<file path="src/rtl/interrupt_pkg.sv">
// Shared types and constants for the Synapse interrupt controller.
package interrupt_pkg;

  typedef enum logic [1:0] {
    IDLE    = 2'd0,
    REQUEST = 2'd1,
    SERVICE = 2'd2
  } irq_state_t;

  localparam int VECTOR_WIDTH = 16;

endpackage

</file>
<file path="src/rtl/priority_encoder.sv">
// Peripheral priority encoder: returns the index of the lowest set request bit.
module priority_encoder
  import interrupt_pkg::*;
#(
  parameter int NUM_INPUTS = 16
) (
  input  logic [NUM_INPUTS-1:0]   req,
  output logic [VECTOR_WIDTH-1:0] out
);

  // Scan downward so the lowest set index is the last one written.
  always_comb begin
    out = '0;
    for (int i = NUM_INPUTS - 1; i >= 0; i--) begin
      if (req[i]) out = VECTOR_WIDTH'(i);
    end
  end

endmodule

</file>
<file path="src/rtl/interrupt_controller.sv">
// Edge-latching, maskable interrupt controller with req/ack/eoi handshake to the CPU.
module interrupt_controller
  import interrupt_pkg::*;
#(
  parameter int NUM_INPUTS = 16,
  parameter int TOP_INPUT  = NUM_INPUTS - 1
) (
  input  logic                    sysclk,
  input  logic                    sysreset_n,
  input  logic [TOP_INPUT:0]      irq_in,
  input  logic                    mask_wr,
  input  logic [TOP_INPUT:0]      mask_wdata,
  output logic [TOP_INPUT:0]      mask_out,
  output logic [TOP_INPUT:0]      pending_out,
  output logic                    irq_req,
  output logic [VECTOR_WIDTH-1:0] irq_vector,
  input  logic                    irq_ack,
  input  logic                    irq_eoi,
  output logic                    in_service
);

  irq_state_t              state, state_n;
  logic [TOP_INPUT:0]      prev_in, pending, mask;
  logic [TOP_INPUT:0]      eligible, edges, clr;
  logic [VECTOR_WIDTH-1:0] winner;
  logic                    any_eligible, load_vec, take_ack;

  assign edges        = irq_in & ~prev_in;
  assign eligible     = pending & mask;
  assign any_eligible = |eligible;

  priority_encoder #(
    .NUM_INPUTS (NUM_INPUTS)
  ) u_enc (
    .req (eligible),
    .out (winner)
  );

  always_comb begin
    state_n  = state;
    load_vec = 1'b0;
    take_ack = 1'b0;
    case (state)
      IDLE: begin
        if (any_eligible) begin
          state_n  = REQUEST;
          load_vec = 1'b1;
        end
      end
      REQUEST: begin
        if (irq_ack) begin
          state_n  = SERVICE;
          take_ack = 1'b1;
        end
      end
      SERVICE: begin
        if (irq_eoi) state_n = IDLE;
      end
      default: state_n = IDLE;
    endcase
  end

  // Decode the offered vector into a one-hot clear; a same-cycle new edge overrides it.
  always_comb begin
    clr = '0;
    for (int i = 0; i < NUM_INPUTS; i++) begin
      clr[i] = take_ack && (irq_vector == VECTOR_WIDTH'(i));
    end
  end

  always_ff @(posedge sysclk or negedge sysreset_n) begin
    if (!sysreset_n) begin
      state      <= IDLE;
      prev_in    <= '0;
      pending    <= '0;
      mask       <= '0;
      irq_vector <= '0;
      irq_req    <= 1'b0;
      in_service <= 1'b0;
    end else begin
      state      <= state_n;
      prev_in    <= irq_in;
      pending    <= (pending & ~clr) | edges;
      irq_req    <= (state_n == REQUEST);
      in_service <= (state_n == SERVICE);
      if (mask_wr)  mask       <= mask_wdata;
      if (load_vec) irq_vector <= winner;
    end
  end

  assign mask_out    = mask;
  assign pending_out = pending;

endmodule
</file>
<file path="config.mk">
export PLATFORM = sky130hd
export DESIGN_NAME = interrupt_controller
export DESIGN_NICKNAME = d
export VERILOG_FILES = /design/src/rtl/interrupt_pkg.sv /design/src/rtl/priority_encoder.sv /design/src/rtl/interrupt_controller.sv
export SDC_FILE = /design/constraint.sdc
export NUM_CORES = 1
export LEC_CHECK = 0
export BUFFER_PORTS_ARGS = -buffer_cell sky130_fd_sc_hd__buf_2
export CORE_ASPECT_RATIO = 2
export CORE_UTILIZATION = 52
export DETAILED_ROUTE_END_ITERATION = 8
export PLACE_DENSITY = 0.84
export SLEW_MARGIN = 10
export SYNTH_ARGS = -nofsm -noshare
export SYNTH_HDL_FRONTEND = slang
export SYNTH_SLANG_ARGS = --single-unit
</file>
<file path="constraint.sdc">
create_clock -name sysclk -period 3.2 [get_ports sysclk]
set_input_delay 0.64 -clock sysclk [delete_from_list [all_inputs] [get_ports sysclk]]
set_output_delay 0.64 -clock sysclk [all_outputs]
set_load 0.03 [all_outputs]
</file>
* Word level (Yosys, flattened, before mapping) *
Index checks and enable logic that the tools add are counted.

storage, ports and cells
  register bits after elaboration = 68
  output and inout bits = 50
  input bits = 37
  word-level logic and storage cells = 75

cells by class
  bitwise operators = 6
  muxes and demuxes = 24
  eq/ne operators = 19
  reductions and logical operators = 19

operator list
  operator                                              count
  equality test 16 x 4 -> 1 bit, second input constant  8
  equality test 16 x 3 -> 1 bit, second input constant  4
  2-to-1 mux 4 bit                                      16
  bitwise AND 16 bit                                    3
  equality test 16 x 2 -> 1 bit, second input constant  2
  NOT 16 bit                                            2
  equality test 16 x 1 -> 1 bit, second input constant  1
  logical AND 1 bit                                     16
  zero test 16 bit                                      1
  OR 16 bit                                             1
  OR reduction 16 bit                                   1
  2-to-1 mux 2 bit                                      3
  case mux 2 bit (3 select lines)                       1
  equality test 2 x 1 -> 1 bit, second input constant   2
  equality test 2 bit, second input constant            2
  2-to-1 mux 1 bit                                      4
  zero test 2 bit                                       1

* Logic depth before layout (Yosys ltp) *
  word-level depth = 17
  depth in mapped cells = 5
  gate-level depth less buffers = 5

* By module *
From an unflattened synthesis, not the netlist that was laid out.

unflattened totals
  cells, all modules = 241
  area, all modules = 2955.3 µm²

modules (own cells, without submodules)
  module                sequential area each (µm²)  times used  area each (µm²)  cells an instance
  interrupt_controller  1701.6                      1           2682.6           197
  priority_encoder      0.0                         1           272.8            44

* Worst setup path before layout *
No wires, ideal clock.

  path kind = reg-to-reg
  from = register pending[0] (netlist: pending_out[0])
  to = register irq_vector[1]
  buffers on the path = 0
  stages on the path, launching flop included = 6
  path slack = 1.387 ns
  setup time = 0.125 ns
  required time = 3.075 ns
  period minus slack after synthesis = 1.813 ns
  arrival = 1.688 ns
  cell sequence = dfrtp_1 > a22oi_2 > nand3_1 > nand3b_4 > o31ai_4 > mux2_2

on the way
  word-level cells in the longest chain between the ends = 4
  elaborated cells on any way between the ends = 5
  classes of those cells = mux (3); bitwise (1); reduce/logical (1)

ends and longest elaborated chain
  what                    line                        text
  from (decl)             interrupt_controller.sv:23  logic [TOP_INPUT:0] prev_in, pending, mask;
  from (signal assigned)  interrupt_controller.sv:83  pending <= (pending & ~clr) | edges;
  bitwise AND 16 bit *    interrupt_controller.sv:29  assign eligible = pending & mask;
  OR reduction 16 bit     interrupt_controller.sv:30  assign any_eligible = |eligible;
  2-to-1 mux 1 bit        interrupt_controller.sv:45  if (any_eligible) begin
  2-to-1 mux 1 bit        interrupt_controller.sv:43  case (state)
  to (signal assigned)    interrupt_controller.sv:87  if (load_vec) irq_vector <= winner;
  to (decl)               interrupt_controller.sv:16  output logic [VECTOR_WIDTH-1:0] irq_vector,

Mark *: on every way between the ends. The rest lies on a longest branch, timed or not.
A chain may end at the register's enable or synchronous reset.

* Worst setup path in the final report *
Ends and elaborated chain as after synthesis.

==> flow_metrics.env <==
export IMPL_critPathRequiredTime_ns=3.40
export IMPL_outcome="finished, final reports clean"
export IMPL_mappedNetlistArea_um2=2320
export IMPL_seq_power_share_pct=45.2
export IMPL_cp_top_family="compound AO/OA/AOI/OAI gates"
export IMPL_numCtsBuffers=5
export IMPL_first_global_vias=1750
export IMPL_chipWidth_um=49.2
export IMPL_ant_nets=0
export IMPL_first_pass_iters=4
export IMPL_tightestPinTransition_ns=0.581
export IMPL_synth_area_top_cells="dfrtp_1, mux2_2, o21ai_0"
export IMPL_rsz0062_at_grt="no"
export IMPL_busiest_layer="met2"
export IMPL_cts_resized_gates=0
export IMPL_netlist_cell_type_count=30
export IMPL_post_cts_buffers=0
export IMPL_hold_class="input port to asynchronous set/reset pin"
export IMPL_tns_ns=0
export IMPL_htree_num_levels=2
export IMPL_clockBufferDepth=2
export IMPL_synth_compound_area_share_pct=14.9
export IMPL_drc=0
export IMPL_die_h_um=96.4
export IMPL_yosys_register_bits=56
export IMPL_clk_pin_slew_ns=0.09
export IMPL_grt_util_all_layers_pct=23.2
export IMPL_synth_simple_area_share_pct=7.93
export IMPL_synthMuxAreaShare_pct=9.23
export IMPL_internal_power_mw=1.28
export IMPL_synth_top_area_cell="dfrtp_1"
export IMPL_synth_top_area_share_pct=60.4
export IMPL_dr_first_iter_drc_count=52
export IMPL_p_comb_share_pct=31.5
export IMPL_p_sw_mw=0.758
export IMPL_synthAdderAreaFrac_pct=0
export IMPL_fin_worst_skew_ns=0.00570
export IMPL_post_dp_hpwl_um=3950
export IMPL_worstSetupStartpoint="pending_out[0]"
export IMPL_area_growth_pct=22.1
export IMPL_fmax_mhz=543
export IMPL_relSlewSlack_pct=61.3
export IMPL_grt_overflow=0
export IMPL_cp_end_kind="register"
export IMPL_grt_antenna_before_repair=0
export IMPL_vias=1735
export IMPL_yosysMostFrequentCell="dfrtp_1"
export IMPL_powerDensity_nw_per_um2=721
export IMPL_setup_violations=0
export IMPL_ys_top_cells_by_count="dfrtp_1, o21ai_0, inv_1"
export IMPL_switching_share_pct=37.1
export IMPL_fin_area_um2=2830
export IMPL_clockPowerShare_pct=23.4
export IMPL_core_area_um2=4300
export IMPL_min_period_over_period_pct=57.6
export IMPL_use_met1_pct=22.2
export IMPL_synth_xor_area_share_pct=0
export IMPL_synth_area_per_cell_um2=11.7
export IMPL_cts_tree="yes"
export IMPL_cp_max_fo=6
export IMPL_grt_pass1_wl_um=7990
export IMPL_ir_worst_vdd_v=0.000413
export IMPL_root_buffer="clkbuf_8"
export IMPL_drv_slew=0
export IMPL_start_util_pct=54.0
export IMPL_synth_warnings=0
export IMPL_crit_type="register to register"
export IMPL_die_area_um2=4750
export IMPL_maxCapViolations=0
export IMPL_async_reset_ff_share_pct=100
export IMPL_finalHoldWorstSlack_ns=0.154
export IMPL_num_io_pins=87
export IMPL_numClockSinks=56
export IMPL_timing_hold_violations_final=0
export IMPL_cts_hold_fix_buffers=0
export IMPL_synthFlopType="dfrtp_1"
export IMPL_layout_nets=314
export IMPL_io_buffers=74
export IMPL_synth_seq_area_share_pct=60.4
export IMPL_crit_slowest_cell="dfrtp_1"
export IMPL_gp_congestion=0.893
export IMPL_wl_per_cell_um=15.4
export IMPL_r2r_start="pending_out[0]"
export IMPL_synth_edff_count=0
export IMPL_cp_arrival_ns=2.04
export IMPL_slowest_delay_ns=0.43
export IMPL_syn_inst=198
export IMPL_static_leakage_power_nw=1.37
export IMPL_vias_per_cell=5.21
export IMPL_use_met3_pct=4.85
export IMPL_synth_top_family_by_area="compound AO/OA/AOI/OAI gates"
export IMPL_met2_usage_pct=44.5
export IMPL_num_rows=34
export IMPL_drt_wl_total_um=5120
export IMPL_final_layout_size_suffix_gt1_share_pct=38.1
export IMPL_place_area_um2=2710
export IMPL_cp_cell_sequence="a22oi_2 -> nand3_1 -> nand3b_4 -> o31ai_4 -> mux2_2"
export IMPL_cp_start_kind="register"
export IMPL_cp_buffers_inverters=0
export IMPL_period_minus_slack_ns=1.84
export IMPL_grt_max_degree=49
export IMPL_clk_latency_ns=0.31
==> layout make-up <==
cell class / instances / area, µm²
fillers: 362 / 1470
flip-flops and latches: 56 / 1400
multi-input cells: 120 / 790
repair buffers: 75 / 378
clock buffers: 6 / 82.6
inverters: 19 / 71.3
well taps: 54 / 67.6
clock inverters: 2 / 38.8
diodes: 1 / 2.50
==> worst paths after layout <==
check,endpoint,slack [ns],cells after the start
min reg2reg,pending_out[8],0.42,1
max in group asynchronous,pending_out[13],2.23,2
min in group sysclk,pending_out[8],0.42,1
min,mask_out[15],0.15,1
max,irq_vector[1],1.36,5
max reg2reg,irq_vector[1],1.36,5
==> power by group through the flow <==
stage	Sequential, mW	Combinational [mW]	Clock (mW)
6_report	0.923	0.642	0.477
4_1_cts	0.920	0.644	0.488
3_5_place_dp	0.934	0.639	0
3_3_place_gp	0.925	0.633	0
2_1_floorplan	1.09	0.266	0
5_1_grt	0.943	0.688	0.513
==> flip-flops by register name, summed over array words and instances, names as in the netlist <==
signal       count
mask_out        16
pending_out     16
prev_in         16
irq_vector       4
state            2
in_service       1
irq_req          1
==> per-stage QoR <==
stage	setup slack, ns	std cells	power [mW]	util (%)
4_1_cts	1.37	332	2.05	65.8
3_5_place_dp	1.40	324	1.57	63.0
6_report	1.36	333	2.04	65.9
3_3_place_gp	1.44	324	1.56	63.0
2_1_floorplan	1.39	209	1.36	-
5_1_grt	1.28	332	2.14	65.8
==> worst register-to-register path: stages, from the launching register on <==
cell,delay (ns)
dfrtp_1,0.43
a22oi_2,0.22
nand3_1,0.12
nand3b_4,0.19
o31ai_4,0.40
mux2_2,0.38
==> layout by cell type (no fill, tap or decap), drive strengths merged <==
| cell | netlist | layout |
|---|---|---|
| nor2b | 1 | 1 |
| clkinv | 0 | 1 |
| a32oi | 1 | 1 |
| mux2 | 19 | 19 |
| a21o | 1 | 1 |
| o31ai | 1 | 1 |
| diode | 0 | 1 |
| a22o | 2 | 2 |
| nand4 | 1 | 1 |
| clkbuf | 1 | 6 |
| inv | 19 | 19 |
| or2 | 1 | 1 |
| buf | 13 | 75 |
| and2 | 1 | 1 |
| conb | 1 | 12 |
| a22oi | 7 | 7 |
| or3 | 2 | 2 |
| o2111ai | 1 | 1 |
| a2bb2oi | 1 | 1 |
| nand2b | 5 | 5 |
| a31oi | 3 | 3 |
| nand3b | 2 | 2 |
| nand3 | 7 | 7 |
| nand2 | 13 | 13 |
| o21ai | 37 | 37 |
| dfrtp | 56 | 56 |
| nor2 | 1 | 1 |
| bufinv | 0 | 1 |
| o211ai | 1 | 1 |
==> cell families (layout without fill, tap and decap cells) <==
logic type	count (synthesis)	count (layout)
DFF	56	56
AOI/OAI and AO/OA	55	55
and+or+nand+nor	34	34
buffers and inverters	33	102
muxes	19	19
other	1	13
==> metal layers <==
layer,up-vias,part of all wire (%)
li1,818,-
met1,850,35
met2,56,58
met3,11,4.3
met4,0,2.5
met5,-,0
(Power assumes the default switching activity.)
